--- src/rtl/uart_tx_arbiter_pkg.sv ---
// Shared definitions for the UART TX arbiter: state encodings, timing defaults
// and the requester-index to one-hot helper.
package uart_tx_arbiter_pkg;

  localparam int CLKS_PER_BIT_DEF = 217;
  localparam int TIMEOUT_BITS     = 12;

  localparam logic [1:0] ST_IDLE = 2'd0;
  localparam logic [1:0] ST_SEND = 2'd1;
  localparam logic [1:0] ST_WAIT = 2'd2;

  function automatic logic [1:0] req_onehot(input logic sel);
    return sel ? 2'b10 : 2'b01;
  endfunction

endpackage

--- src/rtl/uart_tx_arbiter_rr_arb2.sv ---
// Combinational two-way round-robin pick; a held frame lock restricts the
// choice to the lock owner.
module uart_tx_arbiter_rr_arb2
  import uart_tx_arbiter_pkg::*;
(
  input  logic [1:0] valid,
  input  logic       pointer,
  input  logic       lock,
  input  logic       lock_owner,
  output logic [1:0] grant
);

  // One-hot winner selection
  always_comb begin
    grant = 2'b00;
    if (lock) begin
      if (valid[lock_owner]) begin
        grant = req_onehot(lock_owner);
      end else begin
        grant = 2'b00;
      end
    end else begin
      case (valid)
        2'b01:   grant = 2'b01;
        2'b10:   grant = 2'b10;
        2'b11:   grant = req_onehot(pointer);
        default: grant = 2'b00;
      endcase
    end
  end

endmodule

--- src/rtl/uart_tx_arbiter.sv ---
// Shares one UART_TX serializer between two byte-stream requesters with
// round-robin arbitration, frame locking and a done watchdog.
module uart_tx_arbiter
  import uart_tx_arbiter_pkg::*;
#(
  parameter int CLKS_PER_BIT   = CLKS_PER_BIT_DEF,
  parameter int TIMEOUT_CLKS   = TIMEOUT_BITS * CLKS_PER_BIT,
  parameter int LOCK_IDLE_CLKS = 4096
) (
  input  logic       i_Clk,
  input  logic       i_Rst_L,
  input  logic       i_Req0_Valid,
  input  logic [7:0] i_Req0_Byte,
  input  logic       i_Req0_Last,
  output logic       o_Req0_Ready,
  input  logic       i_Req1_Valid,
  input  logic [7:0] i_Req1_Byte,
  input  logic       i_Req1_Last,
  output logic       o_Req1_Ready,
  output logic       o_TX_DV,
  output logic [7:0] o_TX_Byte,
  input  logic       i_TX_Active,
  input  logic       i_TX_Done,
  output logic [1:0] o_Grant,
  output logic       o_Timeout_Err
);

  localparam int WDOG_W = $clog2(TIMEOUT_CLKS + 1);
  localparam int IDLE_W = (LOCK_IDLE_CLKS > 0) ? $clog2(LOCK_IDLE_CLKS + 1) : 1;
  localparam logic [WDOG_W-1:0] WDOG_LAST = WDOG_W'(TIMEOUT_CLKS - 1);
  localparam logic [IDLE_W-1:0] IDLE_LAST = IDLE_W'((LOCK_IDLE_CLKS > 0) ? LOCK_IDLE_CLKS - 1 : 0);
  localparam bit LOCK_TIMEOUT_EN = (LOCK_IDLE_CLKS > 0);

  logic [1:0]        state_r;
  logic              ptr_r;
  logic              lock_r;
  logic              owner_r;
  logic              win_r;
  logic              last_r;
  logic [WDOG_W-1:0] wdog_r;
  logic [IDLE_W-1:0] idle_r;
  logic              tx_dv_r;
  logic [7:0]        tx_byte_r;
  logic [1:0]        grant_r;
  logic [1:0]        ready_r;
  logic              timeout_r;

  logic [1:0] valid_s;
  logic [1:0] pick_s;
  logic       win_idx_s;
  logic [7:0] win_byte_s;
  logic       win_last_s;
  logic       owner_valid_s;

  assign valid_s       = {i_Req1_Valid, i_Req0_Valid};
  assign win_idx_s     = pick_s[1];
  assign win_byte_s    = win_idx_s ? i_Req1_Byte : i_Req0_Byte;
  assign win_last_s    = win_idx_s ? i_Req1_Last : i_Req0_Last;
  assign owner_valid_s = valid_s[owner_r];

  uart_tx_arbiter_rr_arb2 u_rr_arb2 (
    .valid      (valid_s),
    .pointer    (ptr_r),
    .lock       (lock_r),
    .lock_owner (owner_r),
    .grant      (pick_s)
  );

  // Arbiter FSM, frame lock, watchdog and registered outputs
  always_ff @(posedge i_Clk or negedge i_Rst_L) begin
    if (!i_Rst_L) begin
      state_r   <= ST_IDLE;
      ptr_r     <= 1'b0;
      lock_r    <= 1'b0;
      owner_r   <= 1'b0;
      win_r     <= 1'b0;
      last_r    <= 1'b0;
      wdog_r    <= '0;
      idle_r    <= '0;
      tx_dv_r   <= 1'b0;
      tx_byte_r <= 8'h00;
      grant_r   <= 2'b00;
      ready_r   <= 2'b00;
      timeout_r <= 1'b0;
    end else begin
      tx_dv_r   <= 1'b0;
      ready_r   <= 2'b00;
      timeout_r <= 1'b0;
      case (state_r)
        ST_IDLE: begin
          // An owner that stays silent too long forfeits its lock
          if (lock_r && !owner_valid_s && LOCK_TIMEOUT_EN) begin
            if (idle_r == IDLE_LAST) begin
              lock_r  <= 1'b0;
              ptr_r   <= ~owner_r;
              idle_r  <= '0;
              grant_r <= 2'b00;
            end else begin
              idle_r <= idle_r + 1'b1;
            end
          end else begin
            idle_r <= '0;
          end
          if (!i_TX_Active && (pick_s != 2'b00)) begin
            tx_byte_r <= win_byte_s;
            grant_r   <= pick_s;
            win_r     <= win_idx_s;
            last_r    <= win_last_s;
            tx_dv_r   <= 1'b1;
            ready_r   <= pick_s;
            state_r   <= ST_SEND;
          end
        end
        ST_SEND: begin
          wdog_r <= '0;
          if (last_r) begin
            lock_r <= 1'b0;
            ptr_r  <= ~win_r;
          end else begin
            lock_r  <= 1'b1;
            owner_r <= win_r;
          end
          state_r <= ST_WAIT;
        end
        ST_WAIT: begin
          if (i_TX_Done) begin
            wdog_r  <= '0;
            grant_r <= lock_r ? req_onehot(owner_r) : 2'b00;
            state_r <= ST_IDLE;
          end else if (wdog_r == WDOG_LAST) begin
            timeout_r <= 1'b1;
            lock_r    <= 1'b0;
            ptr_r     <= ~win_r;
            wdog_r    <= '0;
            grant_r   <= 2'b00;
            state_r   <= ST_IDLE;
          end else begin
            wdog_r <= wdog_r + 1'b1;
          end
        end
        default: state_r <= ST_IDLE;
      endcase
    end
  end

  assign o_TX_DV       = tx_dv_r;
  assign o_TX_Byte     = tx_byte_r;
  assign o_Req0_Ready  = ready_r[0];
  assign o_Req1_Ready  = ready_r[1];
  assign o_Grant       = grant_r;
  assign o_Timeout_Err = timeout_r;

endmodule

--- config.mk ---
export PLATFORM = sky130hd
export DESIGN_NAME = uart_tx_arbiter
export DESIGN_NICKNAME = d
export VERILOG_FILES = /design/src/rtl/uart_tx_arbiter_pkg.sv /design/src/rtl/uart_tx_arbiter_rr_arb2.sv /design/src/rtl/uart_tx_arbiter.sv
export SDC_FILE = /design/constraint.sdc
export NUM_CORES = 1
export LEC_CHECK = 0
export BUFFER_PORTS_ARGS = -buffer_cell sky130_fd_sc_hd__buf_2
export CORE_MARGIN = 2
export CORE_UTILIZATION = 40
export CTS_CLUSTER_DIAMETER = 50
export CTS_CLUSTER_SIZE = 30
export DETAILED_ROUTE_END_ITERATION = 12
export PLACE_DENSITY_LB_ADDON = 0.1
export RECOVER_POWER = 25
export REMOVE_ABC_BUFFERS = 1
export SLEW_MARGIN = 40
export SYNTH_ARGS = -nofsm -noshare
export SYNTH_HDL_FRONTEND = slang
export SYNTH_SLANG_ARGS = --single-unit
--- constraint.sdc ---
create_clock -name i_Clk -period 4.5 [get_ports i_Clk]
set_clock_uncertainty 0.1 [all_clocks]
set_input_delay 0.45 -clock i_Clk [delete_from_list [all_inputs] [get_ports i_Clk]]
set_output_delay 0.45 -clock i_Clk [all_outputs]
set_load 0.05 [all_outputs]
# Yosys cells after proc, flatten, opt, wreduce, memory -nomap -nowiden
# Index checks and enable logic that the tools add are counted.
totals:
  reg_bits: 46
  word_cells: 93
op_classes:
  n_addsub: 2
  magnitude_cmp: 1
  eq_ne: 16
  muxes: 43
  bitwise_logic: 3
  reduce_logical: 15
ops:
  columns: ["operator", "n"]
  rows:
  - ["2-to-1 mux 2 bit", 14]
  - ["2-to-1 mux 13 bit", 2]
  - ["2-to-1 mux 12 bit", 2]
  - ["one-hot mux 12 bit (2 select lines)", 1]
  - ["2-to-1 mux 1 bit", 18]
  - ["adder 13 x 1 -> 13 bit, second input constant", 1]
  - ["== test 13 x 12 -> 1 bit, second input constant", 1]
  - ["adder 12 x 1 -> 12 bit, second input constant", 1]
  - ["== test 12 bit, second input constant", 1]
  - ["inequality test 2 bit, second input constant", 6]
  - ["one-hot mux 2 bit (3 select lines)", 2]
  - ["inequality test 3 bit, second input constant", 3]
  - ["2-to-1 mux 8 bit", 1]
  - ["== test 2 bit, second input constant", 3]
  - ["one-hot mux 1 bit (3 select lines)", 2]
  - ["AND reduction 2 bit", 3]
  - ["AND reduction 6 bit", 1]
  - ["nonzero test 2 bit", 3]
  - ["AND reduction 5 bit", 1]
  - ["== test 2 x 1 -> 1 bit, second input constant", 2]
  - ["one-hot mux 2 bit (2 select lines)", 1]
  - ["AND reduction 4 bit", 1]
  - ["inverter 1 bit", 3]
  - ["nonzero test 3 bit", 1]
  - ["other kinds (4)", 6]

# Depth between registers and ports, before layout
# Gate-level depths: netlist (run 1).
logic_depth:
  word_depth: 8
  ltp_mapped: 7

# Cells and area by module
# From an unflattened synthesis (run 1), not the netlist that was laid out.
unflattened:
  hier_cells: 242
  hier_area_um2: 2446.1
modules_own_cells:
  columns: ["module", "instances", "cells_each", "area_each_um2", "seq_area_each_um2"]
  rows:
  - ["uart_tx_arbiter", 1, 235, 2408.6, 1151.1]
  - ["uart_tx_arbiter_rr_arb2", 1, 7, 37.5, 0.0]

# Worst setup path after synthesis (run 1)
# No wires, ideal clock.
synth_path:
  path_kind: "register to register"
  from: "register idle_r[0]"
  to: "register ptr_r"
  setup_time_ps: 127
  arrival_ps: 1771
  required_ps: 4273
  path_slack_ps: 2501
  stages_incl_launch_ff: 7
  n_path_buf: 0
  synth_period_minus_slack_ps: 1999
  path_cell_list: "dfrtp_1 > ha_1 > nand3_2 > or2_2 > nor4_4 > o21ba_1 > mux2_1"
synth_between:
  elab_chain_len: 3
synth_lines:
  columns: ["element", "line_no", "rtl"]
  rows:
  - ["start, declared", "uart_tx_arbiter.sv:41", "logic [IDLE_W-1:0] idle_r;"]
  - ["start signal, assigned", "uart_tx_arbiter.sv:99", "idle_r <= idle_r + 1'b1;"]
  - ["== test 13 x 12 -> 1 bit", "uart_tx_arbiter.sv:93", "if (idle_r == IDLE_LAST) begin"]
  - ["inequality test 2 bit (no source line)", null, null]
  - ["AND reduction 6 bit (no source line)", null, null]
  - ["end signal, assigned", "uart_tx_arbiter.sv:95", "ptr_r <= ~owner_r;"]
  - ["end signal, assigned", "uart_tx_arbiter.sv:118", "ptr_r <= ~win_r;"]
  - ["end signal, assigned", "uart_tx_arbiter.sv:133", "ptr_r <= ~win_r;"]
  - ["end, declared", "uart_tx_arbiter.sv:35", "logic ptr_r;"]
# No other way between the ends.
# A chain may end at the register's enable or synchronous reset.

==> metrics, run 1 <==
status=finished with violations; failing checks=capacitance limit, slew limit; Die Y=82.2 um; worst-path fanout max=46; maximum clock path buffer count=2; total vias in the final route=1872; commonest register cell after synthesis=dfrtp_1; critical path class=input port to async pin; share of the synthesized area in the top cell type=47.1%; crit end category=async pin; clk root buf=clkbuf_8; vias in the first global route=1769; post-synthesis sequential area ratio=47.1%; Power Dens Cells=roughly 530 mW/mm^2; Multi-input gate area=0.00123 sq mm; most frequent cells in the layout=dfrtp_1, buf_2, nor2_1; final period utilization=56.0%; slowest stage cell, crit path=clkbuf_1; Filler Cell Count=572; hold-fix buffer count after cts=0; gpl congestion=0.798; Synth area leaders=dfrtp_1, mux2i_1, a21oi_1, nor2_1, ha_1; Syn. warnings=0; IO Pins=38; initial core utilization=between 40% and 50%; mapped cell area=0.00244 sq mm; largest net degree at the start of global routing=47; delay-heaviest family, CP=buffers and inverters; vias per inst=between 5 and 6; area grow syn2layout=13.9%; Lkg Pwr=1.32 nW; Die Wd=82.2 um; Buf/Inv on CP=2; Post-synth EDFFs=0; commonest non-fill, non-tap cell in the layout=dfrtp_1; initial antenna violation count=0; unrepaired setup endpoints after global routing=false; Switch Pwr=0.000649 W; Hold Violations, Final=0; FF+latch count, synth=46; initial DRC count=115; Sw Share=43.6%; TritonCTS clock tree=done; CP cell instances=buf_2 > clkbuf_1; fin util=47.0%; share of cells above drive strength 1=20.1%; worst slew pin tran=~2.5 ns; HPWL Detailed=3.50 mm; Avg Cell Area, Syn=a little over 10 sq um; wire length of the first global-routing pass=8.49 mm; setup_tns=0 ns; Core Region=0.00592 sq mm; gr usage total=16.3%; crit path launch type=input port; Hold/Removal Path Class=input port to flop; post-CTS setup buffer count=0; max-capacitance violation count=1; Final Max Slew Viols=47; DRC=0; Clock Latency Late Sink=0.30 ns; Worst EP arrival=about 2.3 ns; Worst VDD drop=approximately 0.27 mV; Final min period=roughly 2.5 ns; power share of the sequential group=38.2%; cell taking the most area after synthesis=dfrtp_1; final wirelength=4.98 mm; Slew headroom=-66.4%; Port Buf Inserts=37; htree depth=2; number of routed nets with antenna violations=0; Pint=0.000839 W; Sequential Area=0.00115 sq mm; router iterations before antenna repair=4; # nets final=~310; Logic pwr share=between 40% and 50%; CTS Sinks=46; # setup viols final=0; slowest stage delay, CP=1.77 ns; CTS Buf Count=5; Worst-path clk slew=0.08 ns; die area=roughly 0.0068 sq mm; Synth cell types=50; Worst Path Required=4.29 ns; FFs w/ async S/R, synth=100%; clock share of power=17.6%; # diodes=0; gr ovfl total=0; Fmax achieved=397 MHz; post-CTS sizing=0; DR WL/cell=14.1 um; Gate Count Post-Synth=between 200 and 250; num rows=28
-- worst paths after layout --
check	startpoint	endpoint	slack, ns	cells past startpoint
hold / removal	i_TX_Active	ready_r[1]$_DFF_PN0_	0.29	2
setup / recovery	i_Rst_L	ready_r[0]$_DFF_PN0_	1.98	2
hold reg to reg	idle_r[8]$_DFFE_PN0P_	idle_r[8]$_DFFE_PN0P_	0.39	1
max in group i_Clk	state_r[1]$_DFFE_PN0P_	idle_r[8]$_DFFE_PN0P_	2.08	6
min in group asynchronous	i_Rst_L	idle_r[5]$_DFFE_PN0P_	0.91	2
setup reg to reg	state_r[1]$_DFFE_PN0P_	idle_r[8]$_DFFE_PN0P_	2.08	6
-- power by group through the flow --
stage | logic (W) | clock network, W | registers [W]
final | 0.000659 | 0.000262 | 0.000568
after global routing | 0.000725 | 0.000290 | 0.000583
after CTS | 0.000668 | 0.000274 | 0.000569
after detailed placement | 0.000666 | 0 | 0.000574
after global placement | 0.000661 | 0 | 0.000573
after floorplan | 0.000344 | 0 | 0.000729
-- through the flow --
| stage | setup slack (ns) | power [W] | hold WS (ns) | instance area [sq um] | instances |
|---|---|---|---|---|---|
| 6_report | 1.98 | 0.00149 | 0.295 | 2790 | 353 |
| 3_5_place_dp | 1.83 | 0.00124 | 0.376 | 2700 | 345 |
| 5_1_grt | 1.47 | 0.00160 | 0.281 | 2790 | 353 |
| 2_1_floorplan | 2.36 | 0.00107 | 0.0544 | 2410 | 232 |
| 3_3_place_gp | 1.90 | 0.00123 | 0.368 | 2700 | 345 |
| 4_1_cts | 1.80 | 0.00151 | 0.155 | 2790 | 353 |
-- state kept, by name, indices dropped and copies added, names as in the netlist --
register	cells
wdog_r	12
o_TX_DV	1
owner_r	1
last_r	1
lock_r	1
win_r	1
o_TX_Byte	8
o_Timeout_Err	1
o_Grant	2
ready_r	2
ptr_r	1
idle_r	13
state_r	2
-- logic make-up after synthesis --
logic type	count (synthesis)	synth area share, %
multiplexers	17	7.47
XOR/XNOR	7	2.51
AND/OR/NAND/NOR	94	22.2
buffers and inverters	15	2.56
adder cells (fa/ha/maj)	7	3.58
AO/OA/AOI/OAI	54	14.6
flip-flops	46	47.1
-- layout make-up --
cell class / instances / area share (%)
clock buffers: 7 / 3.10
clock inverters: 1 / 0.180
inverters: 7 / 0.943
multi-input cells: 179 / 44.3
flip-flops and latches: 46 / 41.3
well taps: 75 / 3.37
repair buffers: 38 / 6.78
-- cell usage after synthesis, drive strengths merged (4+ instances only) --
master	instances
a31oi	7
nand2	20
dfrtp	46
or3	6
inv	6
xor2	5
buf	5
mux2i	13
o21ai	9
and3	6
a21o	4
mux2	4
nor3	4
nand3	9
a21oi	19
ha	7
nor2	25
-- layer usage --
layer  routed length, um  global-route usage (%)  vias to the layer above
met5                   0                       0                        -
met4                  57                    5.00                        0
met3                 211                    3.91                        6
met2                2350                    26.0                       43
met1                2360                    21.8                      888
li1                    -                       -                      935
Note: power is estimated with default switching activity, not from simulation.
==> run 2: changes to the inputs <==
==> constraint.sdc (replaced) <==
create_clock -name i_Clk -period 2.4 [get_ports i_Clk]
set_clock_uncertainty 0.1 [all_clocks]
set_input_delay 0.24 -clock i_Clk [delete_from_list [all_inputs] [get_ports i_Clk]]
set_output_delay 0.24 -clock i_Clk [all_outputs]
set_load 0.05 [all_outputs]
==> metrics, run 2 (synthesized netlist as in run 1, its figures left out) <==
Die Wd=82.2 um; max-capacitance violation count=0; vias in the first global route=~1800; Slew headroom=a little over a fifth; met2 WL=between 2 and 2.5 mm; post-CTS sizing=0; initial antenna violation count=0; Sequential Area=0.00115 sq mm; wire length of the first global-routing pass=8.39 mm; Filler Cell Count=between 500 and 600; DP Cell Count=351; post-CTS setup buffer count=0; Clock Latency Late Sink=0.30 ns; initial core utilization=41.3%; worst slew pin tran=1.18 ns; final period utilization=89.5%; critical path class=flop to flop; smallest hold slack=0.0660 ns; r2r startpoint=idle_r[0]$_DFFE_PN0P_; Worst VDD drop=0.560 mV; commonest non-fill, non-tap cell in the layout=dfrtp_1; WL met1=2.51 mm; gr usage total=16.4%; most flop-heavy register=idle_r; Hold Violations, Final=0; htree depth=2; Reg2Reg Depth=6; setup_tns=0 ns; Fmax achieved=466 MHz; Worst Path Required=2.49 ns; DR WL/cell=between 10 and 15 um; FF-to-FF setup slack=0.25 ns; worst setup path start=idle_r[0]$_DFFE_PN0P_; initial DRC count=98; crit end category=flop; # nets final=approximately 320; total vias in the final route=1867; max layer used=met4; Final min period=2.15 ns; Finished Layout Cells=360; maximum clock path buffer count=2; TritonCTS clock tree=done; Critical Path End=ptr_r$_DFFE_PN0P_; worst-path fanout max=6; CTS Sinks=46; Port Buf Inserts=37; routed wl met3=198 um; IO Pins=38; most frequent cells in the layout=dfrtp_1, buf_2, nor2_1; Worst EP arrival=between 2 and 2.5 ns; status=completed; share of cells above drive strength 1=22.5%; Final Max Slew Viols=0; vias per inst=about 5.2; number of routed nets with antenna violations=0; # diodes=0; r2r endpoint=ptr_r$_DFFE_PN0P_; crit path launch type=flop; final wirelength=5.16 mm; gpl congestion=0.762; gr ovfl total=0; CTS Buf Count=5; number of flip-flops under the largest register name=13; unrepaired setup endpoints after global routing=false; largest net degree at the start of global routing=47; DRC=0; Core Region=0.00592 sq mm; Lkg Pwr=1.38 nW; clk root buf=clkbuf_8; hold-fix buffer count after cts=1; HPWL Detailed=3.63 mm; Worst-path clk slew=0.09 ns; area grow syn2layout=18.3%; num rows=28; die area=0.00675 sq mm; Power Dens Cells=~1100 mW/mm^2; router iterations before antenna repair=4; Final Power=~0.0031 W; Die Y=82.2 um; Multi-input gate area=0.00123 sq mm; Hold/Removal Path Class=input port to flop; # setup viols final=0
==> run 2: final cells by class <==
type                    count  share of cell area [%]
well taps                  75                    3.24
inverters                   7                   0.908
clock inverters             2                    2.08
clock buffers               6                    2.85
repair buffers             45                    8.48
flip-flops and latches     46                    39.8
multi-input cells         179                    42.6
==> run 2: worst max-delay path: stages, from the launching register on <==
cell and delay [ns]:
dfrtp_1 0.39, ha_1 0.21, nand3_2 0.17, or2_2 0.38
nor4_4 0.31, o21ba_1 0.17, mux2_1 0.31
==> run 2: worst min-delay path by stage <==
stage | from | endpoint | cells past startpoint | slack (ns)
after floorplan | i_Rst_L | idle_r[0]$_DFFE_PN0P_ | 0 | -0.16
after global placement | i_Rst_L | wdog_r[6]$_DFFE_PN0N_ | 2 | 0.28
after detailed placement | i_Rst_L | wdog_r[6]$_DFFE_PN0N_ | 2 | 0.28
after CTS | i_TX_Active | ready_r[1]$_DFF_PN0_ | 2 | 0.06
after global routing | i_TX_Active | ready_r[1]$_DFF_PN0_ | 2 | 0.08
final | i_TX_Active | ready_r[1]$_DFF_PN0_ | 2 | 0.07
==> run 2: layer usage <==
metal,GRT usage [%],vias to the layer above
met3,3.48,6
met1,22.2,872
met5,0,-
met2,26.8,35
li1,-,954
met4,4.50,0
==> run 2: through the flow <==
stage               util (%)  instance area (sq um)  setup WS (ns)
CTS                     48.9                   2890          0.221
detailed placement      46.3                   2740          0.260
global placement        46.3                   2740          0.287
finish                  48.9                   2890          0.253
global route            48.9                   2890          0.128
floorplan                  -                   2410          0.263
==> run 2: power by group <==
group          switching, W  internal, W
combinational      0.000854     0.000448
sequential         0.000124     0.000936
clock              0.000275     0.000444
==> run 3: changes to the inputs <==
==> constraint.sdc (replaced) <==
create_clock -name i_Clk -period 2.43 [get_ports i_Clk]
set_clock_uncertainty 0.1 [all_clocks]
set_input_delay 0.243 -clock i_Clk [delete_from_list [all_inputs] [get_ports i_Clk]]
set_output_delay 0.243 -clock i_Clk [all_outputs]
set_load 0.05 [all_outputs]
==> metrics, run 3 (synthesized netlist as in run 1, its figures left out) <==
vias in the first global route=1919; gr ovfl total=0; status=completed; Multi-input gate area=0.00123 sq mm; Slew headroom=23.2%; num rows=28; clock share of power=17.2%; vias per inst=5.22; initial core utilization=between 40% and 50%; Hold Violations, Final=0; Core Region=0.00592 sq mm; Clock Latency Late Sink=0.29 ns; Worst-path clk slew=0.08 ns; CTS Sinks=between 40 and 50; Finished Layout Cells=360; worst-path fanout max=6; gr usage total=17.0%; router iterations before antenna repair=4; Port Buf Inserts=37; Worst Path Required=2.51 ns; number of routed nets with antenna violations=0; initial DRC count=80; Worst EP arrival=~2.2 ns; post-CTS sizing=0; # nets final=between 300 and 400; Lkg Pwr=1.36 nW; IO Pins=38; DRC=0; Logic pwr share=45.6%; maximum clock path buffer count=2; # diodes=0; critical path class=flop to flop; unrepaired setup endpoints after global routing=false; share of cells above drive strength 1=22.1%; number of flip-flops under the largest register name=13; crit path launch type=flop; setup_tns=0 ns; Die Wd=between 80 and 90 um; Worst VDD drop=roughly 0.57 mV; Filler Cell Count=about 560; most frequent cells in the layout=dfrtp_1, buf_2, nor2_1; crit end category=flop; commonest non-fill, non-tap cell in the layout=dfrtp_1; total vias in the final route=approximately 1900; initial antenna violation count=0; max-capacitance violation count=0; Final min period=2.12 ns; post-CTS setup buffer count=0; die area=0.00675 sq mm; wire length of the first global-routing pass=8.96 mm; Power Dens Cells=991 mW/mm^2; clk root buf=clkbuf_8; final period utilization=87.1%; area grow syn2layout=16.2%; largest net degree at the start of global routing=47; htree depth=2; HPWL Detailed=3.61 mm; Switch Pwr=0.00122 W; worst slew pin tran=1.15 ns; Fmax achieved=about 470 MHz; Pint=0.00160 W; most flop-heavy register=idle_r; # setup viols final=0; final wirelength=4.99 mm; Sw Share=43.3%; power share of the sequential group=roughly 37%; Sequential Area=0.00115 sq mm; Die Y=82.2 um; TritonCTS clock tree=done; Hold/Removal Path Class=input port to flop; DR WL/cell=13.9 um; Final Max Slew Viols=0; gpl congestion=between 0.7 and 0.8; DP Cell Count=351; CTS Buf Count=5
[run 3: cell count changes in the layout (fill, tap and decap cells not counted)]
cell       change
bufinv_16      -2
clkbuf_1       +1
clkinv_2       +1
[run 3: area by class of cell]
type / instances / share of cell area (%)
inverter: 7 / 0.925
clock buffer: 7 / 3.04
tap: 75 / 3.30
clock inverter: 1 / 0.176
timing repair buffer: 45 / 8.63
multi-input combinational: 179 / 43.4
sequential: 46 / 40.5
[run 3: through the flow]
step	total power (W)	cell area, sq um	hold slack, ns	setup WS, ns	util, %
global placement	0.00234	2740	0.276	0.325	46.3
finish	0.00282	2840	0.0746	0.313	48.0
floorplan	0.00199	2410	-0.153	0.293	-
CTS	0.00286	2840	0.0743	0.233	48.0
global route	0.00304	2840	0.0792	0.203	48.0
detailed placement	0.00236	2740	0.284	0.263	46.3
[run 3: path summary, 6_finish.rpt]
kind                       slack, ns                endpoint  cells after the start                   start
max                             0.31       ptr_r$_DFFE_PN0P_                      6   idle_r[0]$_DFFE_PN0P_
min                             0.07    ready_r[1]$_DFF_PN0_                      2             i_TX_Active
max reg2reg                     0.31       ptr_r$_DFFE_PN0P_                      6   idle_r[0]$_DFFE_PN0P_
min reg2reg                     0.39  idle_r[12]$_DFFE_PN0P_                      1  idle_r[12]$_DFFE_PN0P_
max in group asynchronous       0.84  idle_r[11]$_DFFE_PN0P_                      3                 i_Rst_L
min in group asynchronous       0.68   wdog_r[6]$_DFFE_PN0N_                      3                 i_Rst_L
[run 3: critical path, stage by stage (launching register included)]
cell and delay (ns):
dfrtp_1 0.39, ha_1 0.20, nand3_2 0.16, or2_2 0.38, nor4_4 0.31, o21ba_1 0.17
mux2_1 0.31
[run 3: power by group through the flow]
stage	clock network [W]	logic, W	registers, W
final	0.000486	0.00128	0.00105
after global routing	0.000545	0.00142	0.00107
after CTS	0.000508	0.00130	0.00105
after detailed placement	0	0.00130	0.00106
after global placement	0	0.00128	0.00106
after floorplan	0	0.000637	0.00135
[run 3: layer usage]
| metal | track usage [%] | share of wire [%] |
|---|---|---|
| met5 | 0 | 0 |
| met4 | 3.67 | 0.90 |
| met3 | 3.70 | 3.3 |
| met2 | 27.3 | 45 |
| met1 | 23.6 | 50 |
[run 3: what timing repair did]
item	CTS	global route
endpoints found under the hold margin	46	0
hold buffers	1	0
endpoints found under the setup margin	0	0
